--- src/rtl/pdd_pkg.sv ---
// Shared types and helpers for the push-button/decoder/display path:
// FSM state encoding and the 8-to-3 priority encoding function.
package pdd_pkg;

  localparam int ENC_WIDTH = 3;

  typedef enum logic [1:0] {
    ST_IDLE    = 2'd0,
    ST_SETTLE  = 2'd1,
    ST_HOLD    = 2'd2,
    ST_RELEASE = 2'd3
  } state_t;

  typedef struct packed {
    logic [ENC_WIDTH-1:0] code;
    logic                 multi;
  } enc_t;

  // Highest set index wins; multi flags any second set bit (v & (v-1) clears the lowest one).
  function automatic enc_t prio_enc8(input logic [7:0] v);
    enc_t r;
    r.multi = ((v & (v - 8'd1)) != 8'd0);
    casez (v)
      8'b1???????: r.code = 3'd7;
      8'b01??????: r.code = 3'd6;
      8'b001?????: r.code = 3'd5;
      8'b0001????: r.code = 3'd4;
      8'b00001???: r.code = 3'd3;
      8'b000001??: r.code = 3'd2;
      8'b0000001?: r.code = 3'd1;
      default:     r.code = 3'd0;
    endcase
    return r;
  endfunction

endpackage

--- src/rtl/sync2.sv ---
// Parameterized-width two-flop synchronizer for signals asynchronous to clk.
module sync2 #(
  parameter int WIDTH = 8
) (
  input  logic             clk,
  input  logic             rst_n,
  input  logic [WIDTH-1:0] d,
  output logic [WIDTH-1:0] q
);

  logic [WIDTH-1:0] meta_r;

  // Two-stage capture; only q is safe to use downstream.
  always_ff @(posedge clk or negedge rst_n) begin
    if (!rst_n) begin
      meta_r <= '0;
      q      <= '0;
    end else begin
      meta_r <= d;
      q      <= meta_r;
    end
  end

endmodule

--- src/rtl/encoder83_sync.sv ---
// Debounced, registered 8-to-3 priority encoder with a valid/ready output handshake.
// A captured code is reported once; the inputs must return to zero before the next report.
module encoder83_sync
  import pdd_pkg::*;
#(
  parameter int unsigned DEBOUNCE = 4
) (
  input  logic                 clk,
  input  logic                 rst_n,
  input  logic [7:0]           in,
  input  logic                 ready,
  output logic [ENC_WIDTH-1:0] code,
  output logic                 valid,
  output logic                 multi
);

  localparam logic [7:0] DEB = DEBOUNCE[7:0];

  state_t               state_r, state_n;
  logic [7:0]           sync_s;
  logic [7:0]           snap_r, snap_n;
  logic [7:0]           cnt_r, cnt_n;
  logic [ENC_WIDTH-1:0] code_n;
  logic                 multi_n, valid_n;
  enc_t                 enc_s;

  sync2 #(.WIDTH(8)) u_sync (
    .clk   (clk),
    .rst_n (rst_n),
    .d     (in),
    .q     (sync_s)
  );

  // State, debounce bookkeeping and output registers.
  always_ff @(posedge clk or negedge rst_n) begin
    if (!rst_n) begin
      state_r <= ST_IDLE;
      snap_r  <= 8'd0;
      cnt_r   <= 8'd0;
      code    <= 3'd0;
      multi   <= 1'b0;
      valid   <= 1'b0;
    end else begin
      state_r <= state_n;
      snap_r  <= snap_n;
      cnt_r   <= cnt_n;
      code    <= code_n;
      multi   <= multi_n;
      valid   <= valid_n;
    end
  end

  // Next-state logic; cnt stops at DEB because reaching it leaves SETTLE.
  always_comb begin
    state_n = state_r;
    snap_n  = snap_r;
    cnt_n   = cnt_r;
    case (state_r)
      ST_IDLE: begin
        if (sync_s != 8'd0) begin
          state_n = ST_SETTLE;
          snap_n  = sync_s;
          cnt_n   = 8'd1;
        end else begin
          state_n = ST_IDLE;
        end
      end
      ST_SETTLE: begin
        if (sync_s == 8'd0) begin
          state_n = ST_IDLE;
          cnt_n   = 8'd0;
        end else if (sync_s != snap_r) begin
          snap_n = sync_s;
          cnt_n  = 8'd1;
        end else if (cnt_r == DEB) begin
          state_n = ST_HOLD;
        end else begin
          cnt_n = cnt_r + 8'd1;
        end
      end
      ST_HOLD: begin
        if (valid && ready) begin
          state_n = ST_RELEASE;
        end else begin
          state_n = ST_HOLD;
        end
      end
      ST_RELEASE: begin
        if (sync_s == 8'd0) begin
          state_n = ST_IDLE;
          cnt_n   = 8'd0;
        end else begin
          state_n = ST_RELEASE;
        end
      end
      default: begin
        state_n = ST_IDLE;
        snap_n  = 8'd0;
        cnt_n   = 8'd0;
      end
    endcase
  end

  // Output logic; code and multi keep their last value once valid drops.
  always_comb begin
    enc_s   = prio_enc8(snap_r);
    code_n  = code;
    multi_n = multi;
    valid_n = valid;
    if ((state_r == ST_SETTLE) && (sync_s == snap_r) && (cnt_r == DEB)) begin
      code_n  = enc_s.code;
      multi_n = enc_s.multi;
      valid_n = 1'b1;
    end else if ((state_r == ST_HOLD) && valid && ready) begin
      valid_n = 1'b0;
    end else begin
      valid_n = valid;
    end
  end

endmodule

--- config.mk ---
export PLATFORM = sky130hd
export DESIGN_NAME = encoder83_sync
export DESIGN_NICKNAME = d
export VERILOG_FILES = /design/src/rtl/pdd_pkg.sv /design/src/rtl/sync2.sv /design/src/rtl/encoder83_sync.sv
export SDC_FILE = /design/constraint.sdc
export NUM_CORES = 1
export LEC_CHECK = 0
export CAP_MARGIN = 30
export CORE_MARGIN = 8
export CORE_UTILIZATION = 41
export DETAILED_ROUTE_END_ITERATION = 10
export GPL_ROUTABILITY_DRIVEN = 1
export PLACE_DENSITY_LB_ADDON = 0.1
export SYNTH_ARGS = -nofsm -noshare
export SYNTH_HDL_FRONTEND = slang
export SYNTH_HIERARCHICAL = 1
export SYNTH_SLANG_ARGS = --single-unit
--- constraint.sdc ---
create_clock -name clk -period 2.4 [get_ports clk]
set_input_delay 0.36 -clock clk [delete_from_list [all_inputs] [get_ports clk]]
set_output_delay 0.36 -clock clk [all_outputs]
set_load 0.005 [all_outputs]
==> impl_metrics.json, run 1 <==
{
  "root_buffer": "clkbuf_8",
  "skew_ps": 4.137,
  "max_stage_delay_ps": 460,
  "cts-hold-fix-buffers": 0,
  "clock_sinks": 39,
  "async_flop_share_pct": 100.0,
  "crit_chain": "nor4_1, nand3_2, nor3_4, mux2_2",
  "clk_path_buf_depth": 2,
  "avgSynthCellArea_um2": 11.64,
  "die_w_um": 81.27,
  "stdcell_count": 218,
  "firstDrtPassIters": 4,
  "gp_congestion": 0.8824,
  "hold_violations": 0,
  "synthXorXnorAreaFrac_pct": 5.516,
  "setup_viol": 0,
  "cpMaxStageDelayCell": "nor4_1",
  "synthSimpleGateAreaFrac_pct": 16.91,
  "grt_pass1_vias": 1219,
  "initial_utilization_pct": 43.05,
  "htree_levels": 2,
  "cts.clk_slew.worst_paths_ps": 80,
  "dp_cells": 210,
  "period_share_pct": 81.33,
  "rsz0062_at_grt": "false",
  "antenna_left": 0,
  "drcViolationCount": 0,
  "fin_crit_ps": 1952,
  "ys_warn_count": 6,
  "worstPathRequired_ps": 2580,
  "end_kind": "flip-flop",
  "grt_overflow": 0,
  "syn_nets": 163,
  "cts_setup_buffers": 0,
  "crit_path_start_kind": "flip-flop",
  "layout_common_cells": "39 x dfrtp_1, 14 x nand2_1, 14 x clkdlybuf4s50_1",
  "yosysSeqAreaShare_pct": 55.87,
  "ys.flop_type": "dfrtp_1",
  "core_area_um2": 4058,
  "cts_tree": "built",
  "p_leak_nw": 0.8464,
  "drtIter0Drc": 59,
  "worst_pin_slew_ps": 827.5,
  "synthAdderAreaFrac_pct": 1.433,
  "rows": 23,
  "post-dp-hpwl_um": 2225,
  "antenna_found_initial": 0,
  "chipHeight_um": 81.27,
  "synth.largest_area_cell": "dfrtp_1",
  "hp-class": "in -> async",
  "vias": 1173,
  "vdd_drop_max_mv": 0.3435,
  "numCtsBuffers": 5,
  "viasPerCell": 5.381,
  "ys_ff_latch": 39,
  "synthMuxAreaShare_pct": 7.736,
  "synthCells": 150,
  "layout_commonest_cell": "dfrtp_1",
  "clk-insertion-delay-late_ps": 300,
  "grt_usage_pct": 11.23,
  "max_freq_ghz": 0.5123,
  "status": "finished, final reports clean",
  "grt_max_degree": 40,
  "grt_pass1_wl_um": 5630,
  "design.die.area_um2": 6605,
  "io_buffers": 15,
  "layout-drive-gt1-share_pct": 19.05,
  "tns_ps": 0,
  "synth_compound_area_share_pct": 10.39,
  "cts_resized": 0,
  "drv_cap": 0,
  "power.density_nw_per_um2": 613.5,
  "wl_per_cell_um": 14.50,
  "num-fill-cells": 362,
  "slew_viol_final": 0,
  "slew_headroom_pct": 44.83,
  "antenna_cells": 0,
  "arrival_ps": 2140,
  "nNetsFinal": 180,
  "critPathKind": "reg -> reg",
  "synthesis.area_um2": 1747,
  "yosys-top-cells-area": "dfrtp_1 56%, mux2_2 7.7%, xor2_1 5.0%",
  "synth_top_area_share_pct": 55.87,
  "routed_wirelength_um": 3160,
  "synth_top_family_by_area": "simple AND/OR/NAND/NOR gates",
  "io_pins": 16,
  "syn2layout_area_growth_pct": 16.26,
  "worstPathMaxFanout": 7,
  "synth_edf_count": 0,
  "yosysUniqueCellTypes": 39
}
state kept, by name (all words and copies together), names as in the netlist, named ones only:
| name | flops |
|---|---|
| snap_r | 8 |
| code | 3 |
| u_sync/q | 8 |
| valid | 1 |
| cnt_r | 8 |
| u_sync/meta_r | 8 |
| state_r | 1 |
| multi | 1 |
per-layer routing:
metal	global-route usage, %	part of all wire (%)	routed length, um
met1	12.52	42	1342
met3	3.642	4.6	145
met2	17.58	50	1580
met5	0	0	0
met4	8.393	2.9	92
worst max-delay path, delay by kind of cell, from the launching register on:
kind          cells  cell delay (ps)
simple gates      3             1030
flops             1              430
mux               1              370
through the flow:
step / utilization [%] / power, mW / instance area (um2) / worst slack, ps / hold WS (ps)
2_1_floorplan: - / 0.7522 / 1747 / 586.8 / 64.41
3_3_place_gp: 47.61 / 0.7881 / 1932 / 501.4 / 332.2
3_5_place_dp: 47.61 / 0.7903 / 1932 / 460.3 / 334.7
4_1_cts: 50.05 / 1.263 / 2031 / 426.3 / 193.8
5_1_grt: 50.05 / 1.306 / 2031 / 221.8 / 246.4
6_report: 50.05 / 1.246 / 2031 / 448.0 / 154.3
power breakdown:
| group | switching (mW) | internal (mW) |
|---|---|---|
| logic | 0.0358 | 0.0377 |
| registers | 0.0241 | 0.678 |
| clock network | 0.236 | 0.234 |
cells in the mapped netlist (all sizes together) (2+ instances only):
library cell and number:
o32ai 2, nand3 12, nand2 15, ha 2
nor2 8, dfrtp 39, a21oi 5, and4 2
clkbuf 2, o21a 2, and3 2, buf 3
inv 4, mux2 12, nor4 4, nor2b 2
a21o 2, xor2 10, nor3 2, o21ai 6
and2 2, o22ai 2
logic make-up after synthesis:
group	after synthesis
compound gates	26
mux	12
flops	39
simple gates	51
fa+ha+maj	2
buf+inv	9
xor+xnor	11
path summary, 6_finish.rpt:
kind	cells after the start	slack, ps	startpoint	endpoint
max	4	450	cnt_r[3]$_DFFE_PN0P_	code[2]$_DFFE_PN0P_
min	1	150	rst_n	cnt_r[7]$_DFFE_PN0P_
max reg2reg	4	450	cnt_r[3]$_DFFE_PN0P_	code[2]$_DFFE_PN0P_
min reg2reg	0	350	u_sync/meta_r[2]$_DFF_PN0_	u_sync/q[2]$_DFF_PN0_
max in group asynchronous	1	1730	rst_n	u_sync/q[6]$_DFF_PN0_
min in group clk	0	350	u_sync/meta_r[2]$_DFF_PN0_	u_sync/q[2]$_DFF_PN0_
cell type report:
cell class / instances / area, um2 / area share [%]
flip-flops and latches: 39 / 975.9 / 48.06
multi-input cells: 102 / 733.2 / 36.11
repair buffers: 15 / 145.1 / 7.147
clock buffers: 6 / 82.58 / 4.067
well taps: 50 / 62.56 / 3.081
clock inverters: 2 / 16.27 / 0.8010
inverters: 4 / 15.01 / 0.7394
Note: power is estimated with default switching activity, not from simulation.
==> run 2, diff against run 1 <==
Clock period 2.4 ns to 1.9 ns, I/O delays scaled along.
==> impl_metrics.json, run 2 (synthesis results as in run 1) <==
{
  "hp-class": "in -> async",
  "arrival_ps": 1960,
  "r2r_setup_slack_ps": 110,
  "p_comb_share_pct": 7.3,
  "skew_ps": 5.721,
  "p_leak_nw": 0.9679,
  "worstPathMaxFanout": 6,
  "slew_headroom_pct": 67.56,
  "clock_sinks": 39,
  "viasPerCell": 5.234,
  "drtIter0Drc": 79,
  "vdd_drop_max_mv": 0.4656,
  "antenna_cells": 0,
  "wl_per_cell_um": 14.71,
  "antenna_left": 0,
  "routed_wirelength_um": 3516,
  "period_share_pct": 94.22,
  "finalWorstSetupSlack_ps": 109.9,
  "fin_crit_ps": 1790,
  "grt_overflow": 0,
  "stdcell_count": 239,
  "chipHeight_um": 81.27,
  "crit_path_start_kind": "flip-flop",
  "grt_max_degree": 40,
  "layout_commonest_cell": "dfrtp_1",
  "worstPathRequired_ps": 2070,
  "initial_utilization_pct": 43.05,
  "antenna_found_initial": 0,
  "critical_path.top_delay_family": "simple AND/OR/NAND/NOR gates",
  "grt_pass1_wl_um": 5761,
  "crit_chain": "nor4_1, a21oi_2, and4_2, a41oi_1, a31oi_1",
  "layout-drive-gt1-share_pct": 28.04,
  "design.die.area_um2": 6605,
  "clk_path_buf_depth": 2,
  "vias": 1251,
  "drcViolationCount": 0,
  "num-fill-cells": 349,
  "worst_pin_slew_ps": 486.6,
  "pwr-share-seq_pct": 51.2,
  "setup_viol": 0,
  "post-route-util_pct": 54.76,
  "hold_violations": 0,
  "grt_pass1_vias": 1215,
  "status": "finished, final reports clean",
  "dp_cells": 226,
  "pre_cts_ws_ps": 21.02,
  "swShare_pct": 21.44,
  "io_pins": 16,
  "numCtsBuffers": 5,
  "worst-path-buf-inv": 0,
  "power.density_nw_per_um2": 769.7,
  "tns_ps": 0,
  "p_int_mw": 1.344,
  "layout_common_cells": "39 x dfrtp_1, 21 x buf_4, 14 x nand2_1, 14 x clkdlybuf4s50_1",
  "post-dp-hpwl_um": 2587,
  "syn2layout_area_growth_pct": 27.22,
  "grt_usage_pct": 11.41,
  "clk-insertion-delay-late_ps": 290,
  "cts-hold-fix-buffers": 0,
  "cpMaxStageDelayCell": "nor4_1",
  "root_buffer": "clkbuf_8",
  "die_w_um": 81.27,
  "io_buffers": 15,
  "nNetsFinal": 201,
  "max_stage_delay_ps": 470,
  "critPathKind": "reg -> reg",
  "gp_congestion": 0.8353,
  "end_kind": "flip-flop",
  "netSwitchingPower_uw": 366.7,
  "cts.clk_slew.worst_paths_ps": 70,
  "slew_viol_final": 0,
  "max_freq_ghz": 0.5586,
  "firstDrtPassIters": 4,
  "cts_tree": "built",
  "htree_levels": 2,
  "rows": 23,
  "power.share.clock_pct": 41.4,
  "core_area_um2": 4058,
  "drv_cap": 0
}
-- run 2: stage by stage --
step	hold slack [ps]	total power, mW	cell area (um2)
2_1_floorplan	-10.59	0.9501	1747
3_3_place_gp	332.3	1.012	2052
3_5_place_dp	334.7	1.018	2052
4_1_cts	54.93	1.739	2192
5_1_grt	80.54	1.786	2222
6_report	35.90	1.710	2222
-- run 2: worst paths after layout --
check / startpoint / to / cells after the start
max in group asynchronous: rst_n / u_sync/meta_r[2]$_DFF_PN0_ / 2
setup / recovery: u_sync/q[6]$_DFF_PN0_ / cnt_r[5]$_DFFE_PN0P_ / 5
hold / removal: rst_n / cnt_r[3]$_DFFE_PN0P_ / 2
min in group clk: u_sync/meta_r[2]$_DFF_PN0_ / u_sync/q[2]$_DFF_PN0_ / 0
hold reg to reg: u_sync/meta_r[2]$_DFF_PN0_ / u_sync/q[2]$_DFF_PN0_ / 0
setup reg to reg: u_sync/q[6]$_DFF_PN0_ / cnt_r[5]$_DFFE_PN0P_ / 5
-- run 2: timing repair --
action | CTS | global route
setup endpoints to repair | 1 | 4
gates resized for setup | 0 | 4
hold endpoints to repair | 0 | 0
buffers inserted | 3 | 2
pin swaps | 3 | 3
-- run 2: worst reg2reg max path, stage by stage (launching register included) --
cell and delay, ps:
dfrtp_1 420, nor4_1 470, a21oi_2 180, and4_2 330
a41oi_1 220, a31oi_1 60
-- run 2: routing by layer --
metal	global-route usage, %	up-vias	share of wire, %	wire (um)
met2	17.66	31	49	1716
li1	-	607	-	-
met3	3.974	7	4.1	144
met5	0	-	0	0
met1	13.77	606	45	1580
met4	5.714	0	2.1	74
-- run 2: power by group through the flow --
stage | sequential (mW) | combinational, mW | clock, mW
after global placement | 0.891 | 0.121 | 0
after global routing | 0.879 | 0.139 | 0.768
after floorplan | 0.889 | 0.0607 | 0
final | 0.876 | 0.125 | 0.709
after detailed placement | 0.893 | 0.125 | 0
after CTS | 0.876 | 0.127 | 0.736
-- run 2: cell type report --
cell class                      count  area [um2]  share of cell area, %
Tap cell                           50       62.56                  2.815
Sequential cell                    39       975.9                  43.92
Clock inverter                      2       35.03                  1.577
Timing Repair Buffer               36       302.8                  13.63
Multi-Input combinational cell    102       748.2                  33.67
Inverter                            4       15.01                 0.6757
Clock buffer                        6       82.58                  3.716
==> run 3, diff against run 2 <==
Settings changed: CTS_BUF_LIST set to sky130_fd_sc_hd__clkbuf_4 sky130_fd_sc_hd__clkbuf_8 sky130_fd_sc_hd__clkbuf_16, SKIP_CTS_REPAIR_TIMING set to 1.
==> impl_metrics.json, run 3 (synthesis results as in run 1) <==
{
  "clock_sinks": 39,
  "grt_max_degree": 40,
  "slew_viol_final": 0,
  "core_area_um2": 4058,
  "swShare_pct": 21.48,
  "crit_path_start_kind": "flip-flop",
  "power.density_nw_per_um2": 771.1,
  "wl_per_cell_um": 14.83,
  "antenna_cells": 0,
  "clk-insertion-delay-late_ps": 290,
  "clk_path_buf_depth": 2,
  "numCtsBuffers": 5,
  "design.die.area_um2": 6605,
  "pre_cts_ws_ps": 21.02,
  "grt_usage_pct": 11.39,
  "drtIter0Drc": 57,
  "firstDrtPassIters": 4,
  "critPathKind": "reg -> reg",
  "grt_overflow": 0,
  "rsz0062_at_grt": "true",
  "status": "finished, final reports clean",
  "p_leak_nw": 0.9679,
  "arrival_ps": 2060,
  "post-dp-hpwl_um": 2587,
  "layout_commonest_cell": "dfrtp_1",
  "routed_wirelength_um": 3545,
  "antenna_found_initial": 0,
  "nNetsFinal": 201,
  "initial_utilization_pct": 43.05,
  "layout_common_cells": "39 x dfrtp_1, 21 x buf_4, 14 x nand2_1, 14 x clkdlybuf4s50_1",
  "skew_ps": 5.500,
  "stdcell_count": 239,
  "netSwitchingPower_uw": 368.3,
  "fin_crit_ps": 1881,
  "gp_congestion": 0.8353,
  "hold_violations": 0,
  "cts.clk_slew.worst_paths_ps": 80,
  "finalWorstSetupSlack_ps": 18.97,
  "viasPerCell": 5.209,
  "vdd_drop_max_mv": 0.4656,
  "slew_headroom_pct": 67.96,
  "grt_pass1_wl_um": 5740,
  "vias": 1245,
  "p_comb_share_pct": 7.5,
  "drv_cap": 0,
  "root_buffer": "clkbuf_8",
  "io_pins": 16,
  "setup_viol": 0,
  "power.share.clock_pct": 41.4,
  "syn2layout_area_growth_pct": 27.29,
  "worst_pin_slew_ps": 476.2,
  "drcViolationCount": 0,
  "grt_pass1_vias": 1202,
  "power_mw": 1.715,
  "antenna_left": 0,
  "period_share_pct": 99.00,
  "pwr-share-seq_pct": 51.1,
  "hp-class": "in -> async",
  "worstPathMaxFanout": 5,
  "io_buffers": 15,
  "cts_tree": "built",
  "layout-drive-gt1-share_pct": 28.04,
  "rows": 23,
  "chipHeight_um": 81.27,
  "worstPathRequired_ps": 2080,
  "tns_ps": 0,
  "htree_levels": 2,
  "end_kind": "flip-flop",
  "die_w_um": 81.27,
  "p_int_mw": 1.346,
  "max_freq_ghz": 0.5316,
  "dp_cells": 226
}
==> run 3: critical path, stage by stage (launching register included) <==
cell	delay [ps]
dfrtp_1	410
xor2_1	200
nor4_4	310
nand3_2	180
nor3_4	350
mux2_4	340
==> run 3: worst paths after layout <==
kind                                       startpoint                          to  slack [ps]  depth (start not counted)
min in group clk           u_sync/meta_r[2]$_DFF_PN0_       u_sync/q[2]$_DFF_PN0_         350                          0
max                             u_sync/q[4]$_DFF_PN0_         code[0]$_DFFE_PN0P_          20                          5
min reg2reg                u_sync/meta_r[2]$_DFF_PN0_       u_sync/q[2]$_DFF_PN0_         350                          0
max reg2reg                     u_sync/q[4]$_DFF_PN0_         code[0]$_DFFE_PN0P_          20                          5
max in group asynchronous                       rst_n  u_sync/meta_r[2]$_DFF_PN0_        1520                          2
min                                             rst_n        cnt_r[3]$_DFFE_PN0P_          40                          2
==> run 3: layer usage <==
layer | track usage (%) | up-vias | share of wire (%)
li1 | - | 606 | -
met1 | 13.91 | 595 | 44
met2 | 17.42 | 35 | 49
met3 | 3.974 | 9 | 4.7
met4 | 5.714 | 0 | 2.3
met5 | 0 | - | 0
==> run 3: metrics by stage <==
step                      area (um2)  hold WS (ps)  util [%]
after floorplan                 1747        -10.59         -
after global placement          2052         332.3     50.57
after detailed placement        2052         334.7     50.57
after CTS                       2170         54.93     53.47
after global routing            2223         80.54     54.79
final                           2223         35.16     54.79
==> run 3: cell type report <==
cell class                 count  area (um2)
timing repair buffer          36       302.8
multi-input combinational    102       749.5
clock inverter                 2       35.03
fill                         347        1834
sequential                    39       975.9
inverter                       4       15.01
clock buffer                   6       82.58
tap                           50       62.56
==> run 3: power groups by stage <==
stage / clock [mW] / sequential (mW) / combinational, mW
after floorplan: 0 / 0.889 / 0.0607
after global placement: 0 / 0.891 / 0.121
after detailed placement: 0 / 0.893 / 0.125
after CTS: 0.736 / 0.876 / 0.126
after global routing: 0.768 / 0.879 / 0.142
final: 0.709 / 0.876 / 0.129
